## src/rtl/bank_ram_arbiter_pkg.sv

```systemverilog
// Shared types and helpers for the bank RAM arbiter.
package bank_arb_pkg;

    typedef enum logic {
        ARB_OPEN   = 1'b0,
        ARB_LOCKED = 1'b1
    } arb_state_t;

    // Requester id width that stays at least 1 bit for a single requester.
    function automatic int id_w(input int n);
        return (n > 1) ? $clog2(n) : 1;
    endfunction

endpackage

```

## src/rtl/bank_ram_arbiter_rr_picker.sv

```systemverilog
// Combinational round-robin picker: first set bit at or above ptr, else lowest set bit.
module rr_picker #(
    parameter int NUM_REQ = 4,
    parameter int ID_W    = 2
) (
    input  logic [NUM_REQ-1:0] req_vec,
    input  logic [ID_W-1:0]    ptr,
    output logic [NUM_REQ-1:0] gnt,
    output logic [ID_W-1:0]    gnt_id
);

    logic hit_hi;

    always_comb begin
        gnt    = '0;
        gnt_id = '0;
        hit_hi = 1'b0;
        // Descending scans leave the lowest qualifying index as the winner.
        for (int i = NUM_REQ - 1; i >= 0; i--) begin
            if (req_vec[i] && (i >= int'(ptr))) begin
                hit_hi = 1'b1;
                gnt    = '0;
                gnt[i] = 1'b1;
                gnt_id = ID_W'(i);
            end
        end
        if (!hit_hi) begin
            for (int i = NUM_REQ - 1; i >= 0; i--) begin
                if (req_vec[i]) begin
                    gnt    = '0;
                    gnt[i] = 1'b1;
                    gnt_id = ID_W'(i);
                end
            end
        end
    end

endmodule

```

## src/rtl/bank_ram_arbiter.sv

```systemverilog
// Round-robin arbiter sharing one single-port bank RAM, with bounded lock bursts.
//   state      | meaning
//   ARB_OPEN   | round-robin grant among all valid requesters
//   ARB_LOCKED | bank held by lock_owner until it drops lock or lock_cnt hits LOCK_MAX
module bank_ram_arbiter
    import bank_arb_pkg::*;
#(
    parameter int NUM_REQ    = 4,
    parameter int ADDR_WIDTH = 10,
    parameter int DATA_WIDTH = 64,
    parameter int LOCK_MAX   = 16
) (
    input  logic                          clk,
    input  logic                          rst,
    input  logic [NUM_REQ-1:0]            req_valid,
    output logic [NUM_REQ-1:0]            req_ready,
    input  logic [NUM_REQ-1:0]            req_we,
    input  logic [NUM_REQ-1:0]            req_lock,
    input  logic [NUM_REQ*ADDR_WIDTH-1:0] req_addr,
    input  logic [NUM_REQ*DATA_WIDTH-1:0] req_wdata,
    output logic [NUM_REQ-1:0]            rsp_valid,
    output logic [DATA_WIDTH-1:0]         rsp_rdata,
    output logic                          ram_en,
    output logic                          ram_we,
    output logic [ADDR_WIDTH-1:0]         ram_addr,
    output logic [DATA_WIDTH-1:0]         ram_wdata,
    input  logic [DATA_WIDTH-1:0]         ram_rdata
);

    localparam int ID_W  = id_w(NUM_REQ);
    localparam int CNT_W = $clog2(LOCK_MAX + 1);

    arb_state_t         state_q, state_d;
    logic [ID_W-1:0]    rr_ptr_q, rr_ptr_d;
    logic [ID_W-1:0]    owner_q, owner_d;
    logic [CNT_W-1:0]   lock_cnt_q, lock_cnt_d;
    logic [NUM_REQ-1:0] rsp_valid_q, rsp_valid_d;

    logic [NUM_REQ-1:0] pick_gnt, gnt;
    logic [ID_W-1:0]    pick_id, gnt_id;
    logic               force_rel, xfer;

    rr_picker #(.NUM_REQ(NUM_REQ), .ID_W(ID_W)) u_picker (
        .req_vec (req_valid),
        .ptr     (rr_ptr_q),
        .gnt     (pick_gnt),
        .gnt_id  (pick_id)
    );

    function automatic logic [ID_W-1:0] next_id(input logic [ID_W-1:0] id);
        return (id == ID_W'(NUM_REQ - 1)) ? '0 : id + 1'b1;
    endfunction

    always_comb begin
        gnt       = '0;
        gnt_id    = pick_id;
        force_rel = (state_q == ARB_LOCKED) && (lock_cnt_q == CNT_W'(LOCK_MAX));
        if (state_q == ARB_OPEN) begin
            gnt = pick_gnt;
        end else if (!force_rel && req_valid[owner_q]) begin
            gnt[owner_q] = 1'b1;
            gnt_id       = owner_q;
        end
        if (rst) gnt = '0;
    end

    assign xfer      = |gnt;
    assign req_ready = gnt;
    assign ram_en    = xfer;
    assign ram_we    = xfer & req_we[gnt_id];
    assign ram_addr  = xfer ? req_addr[gnt_id*ADDR_WIDTH +: ADDR_WIDTH] : '0;
    assign ram_wdata = xfer ? req_wdata[gnt_id*DATA_WIDTH +: DATA_WIDTH] : '0;
    assign rsp_valid = rsp_valid_q;
    assign rsp_rdata = ram_rdata;

    always_comb begin
        state_d     = state_q;
        rr_ptr_d    = rr_ptr_q;
        owner_d     = owner_q;
        lock_cnt_d  = lock_cnt_q;
        rsp_valid_d = (xfer && !req_we[gnt_id]) ? gnt : '0;
        case (state_q)
            ARB_OPEN: begin
                if (xfer) begin
                    rr_ptr_d = next_id(gnt_id);
                    if (req_lock[gnt_id]) begin
                        state_d    = ARB_LOCKED;
                        owner_d    = gnt_id;
                        lock_cnt_d = CNT_W'(1);
                    end
                end
            end
            ARB_LOCKED: begin
                if (lock_cnt_q != CNT_W'(LOCK_MAX)) lock_cnt_d = lock_cnt_q + 1'b1;
                if (force_rel || (xfer && !req_lock[owner_q])) begin
                    state_d    = ARB_OPEN;
                    rr_ptr_d   = next_id(owner_q);
                    lock_cnt_d = '0;
                end
            end
            default: state_d = ARB_OPEN;
        endcase
    end

    always_ff @(posedge clk) begin
        if (rst) begin
            state_q     <= ARB_OPEN;
            rr_ptr_q    <= '0;
            owner_q     <= '0;
            lock_cnt_q  <= '0;
            rsp_valid_q <= '0;
        end else begin
            state_q     <= state_d;
            rr_ptr_q    <= rr_ptr_d;
            owner_q     <= owner_d;
            lock_cnt_q  <= lock_cnt_d;
            rsp_valid_q <= rsp_valid_d;
        end
    end

endmodule

```

## config.mk

```make
export PLATFORM = sky130hd
export DESIGN_NAME = bank_ram_arbiter
export DESIGN_NICKNAME = d
export VERILOG_FILES = /design/src/rtl/bank_ram_arbiter_pkg.sv /design/src/rtl/bank_ram_arbiter_rr_picker.sv /design/src/rtl/bank_ram_arbiter.sv
export SDC_FILE = /design/constraint.sdc
export NUM_CORES = 1
export LEC_CHECK = 0
export CAP_MARGIN = 10
export CORE_AREA = 2 2 205 207
export CTS_CLUSTER_SIZE = 20
export DETAILED_ROUTE_END_ITERATION = 12
export DIE_AREA = 0 0 207 209
export HOLD_SLACK_MARGIN = 0.08
export PLACE_DENSITY = 0.38
export SLEW_MARGIN = 20
export SYNTH_ARGS = -nofsm -noshare
export SYNTH_HDL_FRONTEND = slang
export SYNTH_SLANG_ARGS = --single-unit
```

## constraint.sdc

```tcl
create_clock -name clk -period 4.9 [get_ports clk]
set_input_delay 0.49 -clock clk [delete_from_list [all_inputs] [get_ports clk]]
set_output_delay 0.49 -clock clk [all_outputs]
set_load 0.05 [all_outputs]
```

==> impl_metrics.ini, run 1 <==
[pwr]
cellPowerDensity_mw_per_mm2 = 417
peakVddDrop_mv = 0.219
p_leak_nw = 2.91
p_total_w = 0.00333

[routing]
wl_um = 25700
drtPass1Iterations = 4
initialDrtViolationCount = 208
wl_per_cell_um = 20.8
drtAntennaViolNets = 0
viasPerCell = 3.62
drc_errors = 0
vias = 4475

[synthesis]
yosysMostFrequentCell = and2_1
ys_async_sr_fraction_pct = 0
synth_top_area_share_pct = 43.6
synth_area_leaders = mux4_2 44%, buf_4 12%, and2_1 12%
synthCells = 383
synth_ff_type = dfxtp_1
ys_ff_latch = 14
ys_seq_area_share_pct = 7.14
yosys_warnings = 0
yosys-top-cells-count = 77 x and2_1, 76 x mux4_2, 65 x buf_4
synth-edff-count = 0
syn-cell-area_sq_mm = 0.00393
yosysUniqueCellTypes = 49
yosys.area.top_type = mux4_2
postSynthAreaPerCell_sq_um = 10.3
synth_nets = 764

[hold_path]
worstHoldStart = lock_cnt_q[4]
min_to = lock_cnt_q[4]
hold_path_depth = 1
hold_class = flip-flop to flip-flop

[placed_design]
dp.cells = 1230
globalplace.congestion = 0.772
portBuffers = 393
pre_cts_slack_ns = 0.688
hpwl_um = 22100

[final_layout]
fin_nets = 1077
drive_gt1_share_pct = 25.2
seq_area_sq_um = 280
multi_input_area_sq_mm = 0.00299
final.fill_count = 4559
final_core_util_pct = 19.3
syn2layout_area_growth_pct = 103
instances_no_fill = 1236

[critical_path]
setup.worst_path.end_class = output port
cpMaxStageDelayCell = clkdlybuf4s50_1
cpPeakStageDelay_ns = 0.58
critical_path.most_common_cell = buf_4
rr_worst_depth = 15
path_class = primary input to output port
r2r_start = lock_cnt_q[0]
r2r-end = rr_ptr_q[0]
cp-start-kind = primary input
path_max_fanout = 44
crit_arrival_ns = 3.60
crit_chain = clkdlybuf4s50_1 > mux4_2 > and3_4 > o32ai_4 > buf_12 > mux2_2 > o21ai_0 > buf_4 > nor2_1 > buf_4
r2r_slack_ns = 1.73
worstPathRequired_ns = 4.41

[sta]
clock.fmax_mhz = 244
skew_ns = 0.00349
final.min_clock_period_ns = 4.09
slew_headroom_pct = 40.6
post-route-period-util_pct = 83.5
tightestPinTransition_ns = 0.884
setup_viol_count_final = 0
layout_setup_ws_ns = 0.807
final.setup.tns_ns = 0
drv_slew = 0
hold_viol_final = 0
rsz0062_at_grt = no

[die]
fp.dieArea_sq_mm = 0.0433
fp.coreArea_sq_mm = 0.0413
dieHeight_um = 209
io_pins = 522
initial_core_util_pct = 9.51
dieWidth_um = 207
rows = 75

[clocking]
post_cts_buffers = 0
clk-insertion-delay-late_ns = 0.25
cts_hold_buffers = 0
h-tree-depth = 1
tritoncts = yes
clkTransAtPathRegs_ns = 0.05
cts_resized = 0
cts_max_path_buffers = 2
cts.sinks = 14
numCtsBuffers = 3
clockRootBuffer = clkbuf_16

[job]
cap_violations = 0

[grt]
grt_max_degree = 74
grt_pass1_wl_um = 35900
grt_pass1_vias = 4740
grtUsageTotal_pct = 11.2
antenna_found_initial = 4
gr-total-overflow = 0

[outcome]
status = complete, no violations
worst max-delay path, delay by kind of cell:
family	cells	cell delay, ns
AO/OA/AOI/OAI	2	0.57
buffers and inverters	4	1.25
multiplexers	2	0.95
AND/OR/NAND/NOR	2	0.27
metal layers:
layer | vias to the layer above | track usage (%) | part of all wire, %
met5 | - | 0 | 0.047
met4 | 2 | 2.09 | 1.4
met3 | 18 | 4.28 | 9.5
met2 | 267 | 19.5 | 51
met1 | 2178 | 13.2 | 38
li1 | 2010 | - | -
cell type report:
class                   count  share of cell area [%]
well taps                 539                    8.44
inverters                  11                   0.517
clock buffers               4                    1.11
repair buffers            405                    48.9
diodes                      2                  0.0627
multi-input cells         261                    37.4
flip-flops and latches     14                    3.51
placed cells by master (no fill, tap or decap), types with 3 or more instances in the layout:
cell type	netlist	layout
mux4_2	76	76
nand2b_1	6	6
a21oi_1	8	8
nor2b_1	3	3
a221oi_1	3	3
nand3_1	4	4
buf_12	0	6
clkbuf_16	0	3
mux2i_1	8	8
buf_4	65	82
dfxtp_1	14	14
inv_1	11	10
nor3_1	3	3
clkdlybuf4s50_1	0	317
ha_1	7	7
and2_1	77	77
nor2_1	10	10
o2bb2ai_1	3	3
o21ai_0	8	8
nand2_1	7	7
report_power, final:
part / internal [W] / switching, W
combinational: 0.00127 / 0.00169
sequential: 0.000137 / 0.0000447
clock: 0.000124 / 0.0000577
stage by stage:
step | hold slack (ns) | area, sq um
4_1_cts | 0.512 | 7980
3_5_place_dp | 0.502 | 7890
3_3_place_gp | 0.494 | 7890
5_1_grt | 0.529 | 7990
2_1_floorplan | 0.473 | 3930
6_report | 0.518 | 7990
state kept, by name (all words and copies together) (netlist names):
name        count
owner_q         2
rr_ptr_q        2
state_q         1
lock_cnt_q      5
rsp_valid       4
kinds of logic (layout without fill, tap and decap cells):
logic type | after synthesis | count (layout) | synth area share, %
buf+inv | 108 | 420 | 16.9
compound gates | 41 | 41 | 7.94
simple gates | 125 | 125 | 19.1
mux | 86 | 86 | 46.2
other cells | 0 | 2 | 0
xor+xnor | 2 | 2 | 0.446
fa+ha+maj | 7 | 7 | 2.23
flops | 14 | 14 | 7.14
worst max path at each step:
stage / startpoint / endpoint / slack [ns] / cells after the start
after floorplan: lock_cnt_q[0] / ram_wdata[54] / 0.47 / 11
after global placement: req_valid[2] / ram_we / 0.73 / 10
after detailed placement: req_valid[2] / ram_we / 0.69 / 10
after CTS: req_valid[2] / ram_we / 0.68 / 10
after global routing: req_valid[2] / ram_we / 0.62 / 10
final: req_valid[2] / ram_we / 0.81 / 10
(Power assumes the default switching activity.)
==> inputs of run 2 (changes only) <==
--- a/config.mk
+++ b/config.mk
@@ -6,12 +6,12 @@
 export NUM_CORES = 1
 export LEC_CHECK = 0
 export CAP_MARGIN = 10
-export CORE_AREA = 2 2 205 207
+export CORE_AREA = 2 2 201 203
 export CTS_CLUSTER_SIZE = 20
 export DETAILED_ROUTE_END_ITERATION = 12
-export DIE_AREA = 0 0 207 209
+export DIE_AREA = 0 0 203 205
 export HOLD_SLACK_MARGIN = 0.08
-export PLACE_DENSITY = 0.38
+export PLACE_DENSITY = 0.4
 export SLEW_MARGIN = 20
 export SYNTH_ARGS = -nofsm -noshare
 export SYNTH_HDL_FRONTEND = slang
==> constraint.sdc (replaced) <==
create_clock -name clk -period 3.5 [get_ports clk]
set_input_delay 0.35 -clock clk [delete_from_list [all_inputs] [get_ports clk]]
set_output_delay 0.35 -clock clk [all_outputs]
set_load 0.05 [all_outputs]
==> impl_metrics.ini, run 2 (synthesis gave the netlist of run 1 again) <==
[outcome]
status = complete, no violations

[critical_path]
worstPathRequired_ns = 3.15
path_max_fanout = 34
crit_arrival_ns = 3.05
setup.worst_path.end_class = output port
r2r_slack_ns = 0.57
cp-start-kind = primary input
path_class = primary input to output port

[routing]
wl_per_cell_um = 20.7
drtAntennaViolNets = 0
initialDrtViolationCount = 209
viasPerCell = 3.66
wl_um = 25900
drc_errors = 0
vias = 4574
drtPass1Iterations = 4

[grt]
grtUsageTotal_pct = 11.4
grt_pass1_vias = 4795
gr-total-overflow = 0
antenna_found_initial = 0
grt_max_degree = 35
grt_pass1_wl_um = 34800

[sta]
clock.fmax_mhz = 294
rsz0062_at_grt = yes
drv_slew = 0
final.setup.tns_ns = 0
setup_viol_count_final = 0
post-route-period-util_pct = 97.0
hold_viol_final = 0
skew_ns = 0.00485
final.min_clock_period_ns = 3.40
tightestPinTransition_ns = 0.742
slew_headroom_pct = 50.0

[die]
rows = 73
fp.coreArea_sq_mm = 0.0394
io_pins = 522
initial_core_util_pct = 9.97
dieHeight_um = 205
dieWidth_um = 203
fp.dieArea_sq_mm = 0.0416

[hold_path]
hold_class = flip-flop to flip-flop

[pwr]
p_total_w = 0.00527
peakVddDrop_mv = 0.171
p_leak_nw = 3.16
cellPowerDensity_mw_per_mm2 = 615

[clocking]
cts.sinks = 14
numCtsBuffers = 3
h-tree-depth = 1
clkTransAtPathRegs_ns = 0.06
tritoncts = yes
cts_max_path_buffers = 2
clockRootBuffer = clkbuf_16
clk-insertion-delay-late_ns = 0.25

[final_layout]
fin_nets = 1106
syn2layout_area_growth_pct = 118
most-common-layout-cells = 315 x clkdlybuf4s50_1, 84 x buf_4, 77 x and2_1
final_common_cell = clkdlybuf4s50_1
largest_reg_flops = 5
num_antenna_cells = 0
drive_gt1_share_pct = 29.1
largest_register = lock_cnt_q

[job]
cap_violations = 0

[placed_design]
globalplace.congestion = 0.793
hpwl_um = 22700
portBuffers = 393
==> run 2: cell count changes in the layout (fill, tap and decap cells not counted), moves of 2 or more <==
cell             previous run  this run
buf_12                      6        33
buf_4                      82        84
clkdlybuf4s50_1           317       315
diode_2                     2         0
o21ai_0                     8         6
==> run 2: timing repair <==
action / CTS / global route
pin swaps: 1 / 1
endpoints found under the setup margin: 1 / 1
gates resized for setup: 2 / 5
hold buffers: 0 / 0
setup buffers: 0 / 3
==> run 2: final cells by class <==
| type | count | area, sq um |
|---|---|---|
| well taps | 525 | 657 |
| multi-input cells | 261 | 3020 |
| fillers | 4271 | 30800 |
| clock buffers | 4 | 88.8 |
| inverters | 11 | 41.3 |
| flip-flops and latches | 14 | 280 |
| repair buffers | 434 | 4480 |
==> run 2: critical path, cell delays in order <==
cell and delay, ns:
clkdlybuf4s50_1 0.41, mux4_2 0.55, and3_4 0.22, o32ai_4 0.35, buf_6 0.16, buf_16 0.20, mux4_2 0.32, and2_1 0.23
buf_4 0.21
==> run 2: final timing paths <==
path | from | to | cells past startpoint
worst min register to register | lock_cnt_q[4] | lock_cnt_q[4] | 1
worst min-delay path | lock_cnt_q[4] | lock_cnt_q[4] | 1
worst max register to register | owner_q[0] | rr_ptr_q[1] | 11
worst max-delay path | req_valid[3] | ram_wdata[22] | 9
==> run 2: power by group <==
part	internal (W)	switching, W	leakage [nW]
clock	0.000174	0.0000811	0.0442
combinational	0.00223	0.00257	3.00
sequential	0.000191	0.0000299	0.114
==> run 2: per-stage QoR <==
stage	setup WS (ns)	util [%]	instance area, sq um	cells	hold WS [ns]
floorplan	0.133	-	3940	383	0.473
global placement	-0.0133	21.4	8430	1242	0.488
detailed placement	-0.113	21.4	8430	1242	0.505
CTS	0.0261	21.7	8530	1246	0.514
global route	-0.00965	21.8	8570	1249	0.532
finish	0.104	21.8	8570	1249	0.512
==> run 2: per-layer routing <==
layer,routed length [um],GRT usage (%)
met1,10000,13.4
met2,13000,20.3
met3,2670,4.68
met4,152,0.834
met5,0,0
==> inputs of run 3 (changes only) <==
--- a/config.mk
+++ b/config.mk
@@ -6,12 +6,14 @@
 export NUM_CORES = 1
 export LEC_CHECK = 0
 export CAP_MARGIN = 10
-export CORE_AREA = 2 2 201 203
+export CELL_PAD_IN_SITES_DETAIL_PLACEMENT = 0
+export CELL_PAD_IN_SITES_GLOBAL_PLACEMENT = 1
+export CORE_AREA = 2 2 202 204
 export CTS_CLUSTER_SIZE = 20
 export DETAILED_ROUTE_END_ITERATION = 12
-export DIE_AREA = 0 0 203 205
+export DIE_AREA = 0 0 204 206
 export HOLD_SLACK_MARGIN = 0.08
-export PLACE_DENSITY = 0.4
+export PLACE_DENSITY_LB_ADDON = 0.1
 export SLEW_MARGIN = 20
 export SYNTH_ARGS = -nofsm -noshare
 export SYNTH_HDL_FRONTEND = slang
==> constraint.sdc (replaced) <==
create_clock -name clk -period 2.8 [get_ports clk]
set_input_delay 0.28 -clock clk [delete_from_list [all_inputs] [get_ports clk]]
set_output_delay 0.28 -clock clk [all_outputs]
set_load 0.05 [all_outputs]
==> impl_metrics.ini, run 3 (synthesis gave the netlist of run 1 again) <==
[sta]
clock.fmax_mhz = 313
final.min_clock_period_ns = 3.19
hold_viol_final = 0
setup_viol_count_final = 80
layout_setup_ws_ns = -0.393
post-route-period-util_pct = 114
rsz0062_at_grt = yes
skew_ns = 0.00659
final.setup.tns_ns = -24.01
slew_headroom_pct = 47.5
tightestPinTransition_ns = 0.779
drv_slew = 0

[grt]
antenna_found_initial = 4
grtUsageTotal_pct = 12.8
gr-total-overflow = 0
grt_pass1_vias = 5242
grt_max_degree = 37
grt_pass1_wl_um = 38900

[final_layout]
drive_gt1_share_pct = 45.5
largest_register = lock_cnt_q
syn2layout_area_growth_pct = 148
instances_no_fill = 1303
design_area_sq_mm = 0.00972
most-common-layout-cells = 309 x clkdlybuf4s50_1, 76 x mux4_2, 56 x and2_4
fin_nets = 1152
final_common_cell = clkdlybuf4s50_1
largest_reg_flops = 5

[clocking]
clk-insertion-delay-late_ns = 0.25
numCtsBuffers = 3
cts_max_path_buffers = 2
tritoncts = yes
cts.sinks = 14
clockRootBuffer = clkbuf_16
clkTransAtPathRegs_ns = 0.06
h-tree-depth = 1

[critical_path]
crit_end = ram_wdata[6]
r2r_slack_ns = -0.14
r2r-end = rr_ptr_q[0]
cp.depth = 12
cpPeakStageDelay_ns = 0.54
path_class = flip-flop to output port
crit_arrival_ns = 2.91
crit_buf_inv = 7
cp-start-kind = flip-flop
r2r_start = owner_q[0]
setup.worst_path.end_class = output port
critical_path.most_common_cell = buf_12
rr_worst_depth = 16
cpMaxStageDelayCell = mux4_2
cp-startpoint = owner_q[0]
crit_chain = mux4_2 > buf_6 > nand3_4 > buf_4 > a21oi_4 > buf_12 > buf_12 > buf_12 > buf_16 > mux4_2 > and2_2 > buf_4
path_delay_family = buffers and inverters
path_max_fanout = 8
worstPathRequired_ns = 2.52

[routing]
wl_per_cell_um = 22.4
drtPass1Iterations = 4
vias = 4805
initialDrtViolationCount = 181
viasPerCell = 3.69
drtAntennaViolNets = 0
drc_errors = 0
wl_um = 29200

[die]
io_pins = 522
fp.dieArea_sq_mm = 0.0420
rows = 74
dieWidth_um = 204
initial_core_util_pct = 9.77
fp.coreArea_sq_mm = 0.0402
dieHeight_um = 206

[placed_design]
pre_cts_slack_ns = -0.514
dp.cells = 1271
portBuffers = 393
globalplace.congestion = 0.851
hpwl_um = 24300
placed_area_sq_mm = 0.00869

[outcome]
violations = negative setup slack
status = complete, but fails checks

[pwr]
cellPowerDensity_mw_per_mm2 = 824
peakVddDrop_mv = 0.261
p_leak_nw = 3.69

[hold_path]
worstHoldStart = lock_cnt_q[3]
hold_path_depth = 1
hold_class = flip-flop to flip-flop

[job]
cap_violations = 0
run 3: worst min-delay path by stage:
| stage | endpoint | slack, ns |
|---|---|---|
| 4_1_cts | lock_cnt_q[4] | 0.50 |
| 2_1_floorplan | lock_cnt_q[4] | 0.47 |
| 3_3_place_gp | lock_cnt_q[4] | 0.49 |
| 3_5_place_dp | lock_cnt_q[4] | 0.49 |
| 5_1_grt | lock_cnt_q[4] | 0.55 |
| 6_report | lock_cnt_q[3] | 0.52 |
run 3: layout make-up:
class / instances / area (sq um)
clock buffers: 4 / 88.8
fillers: 4300 / 30500
repair buffers: 480 / 5350
diodes: 1 / 2.50
multi-input cells: 261 / 3300
flip-flops and latches: 14 / 282
well taps: 532 / 666
inverters: 11 / 41.3
run 3: power breakdown:
group	switching, W	internal, W	leakage [nW]
Sequential	0.0000376	0.000240	0.115
Clock	0.0000987	0.000217	0.0442
Combinational	0.00357	0.00384	3.53
run 3: stage by stage:
step	utilization (%)	power (W)	hold WS, ns
2_1_floorplan	-	0.00435	0.473
3_3_place_gp	21.6	0.00655	0.486
3_5_place_dp	21.6	0.00654	0.492
4_1_cts	23.4	0.00774	0.499
5_1_grt	24.2	0.00843	0.547
6_report	24.2	0.00801	0.523
run 3: metal layers:
metal	part of all wire (%)	GRT usage, %
met2	57	26.3
met1	34	13.0
met5	0.14	0
met4	0.49	1.04
met3	8.2	3.88
run 3: repair_timing:
action	CTS	global route
pin swaps	10	5
gates cloned	4	4
hold buffers	0	0
gates resized for setup	99	61
endpoints found under the setup margin	85	89
setup buffers	17	4
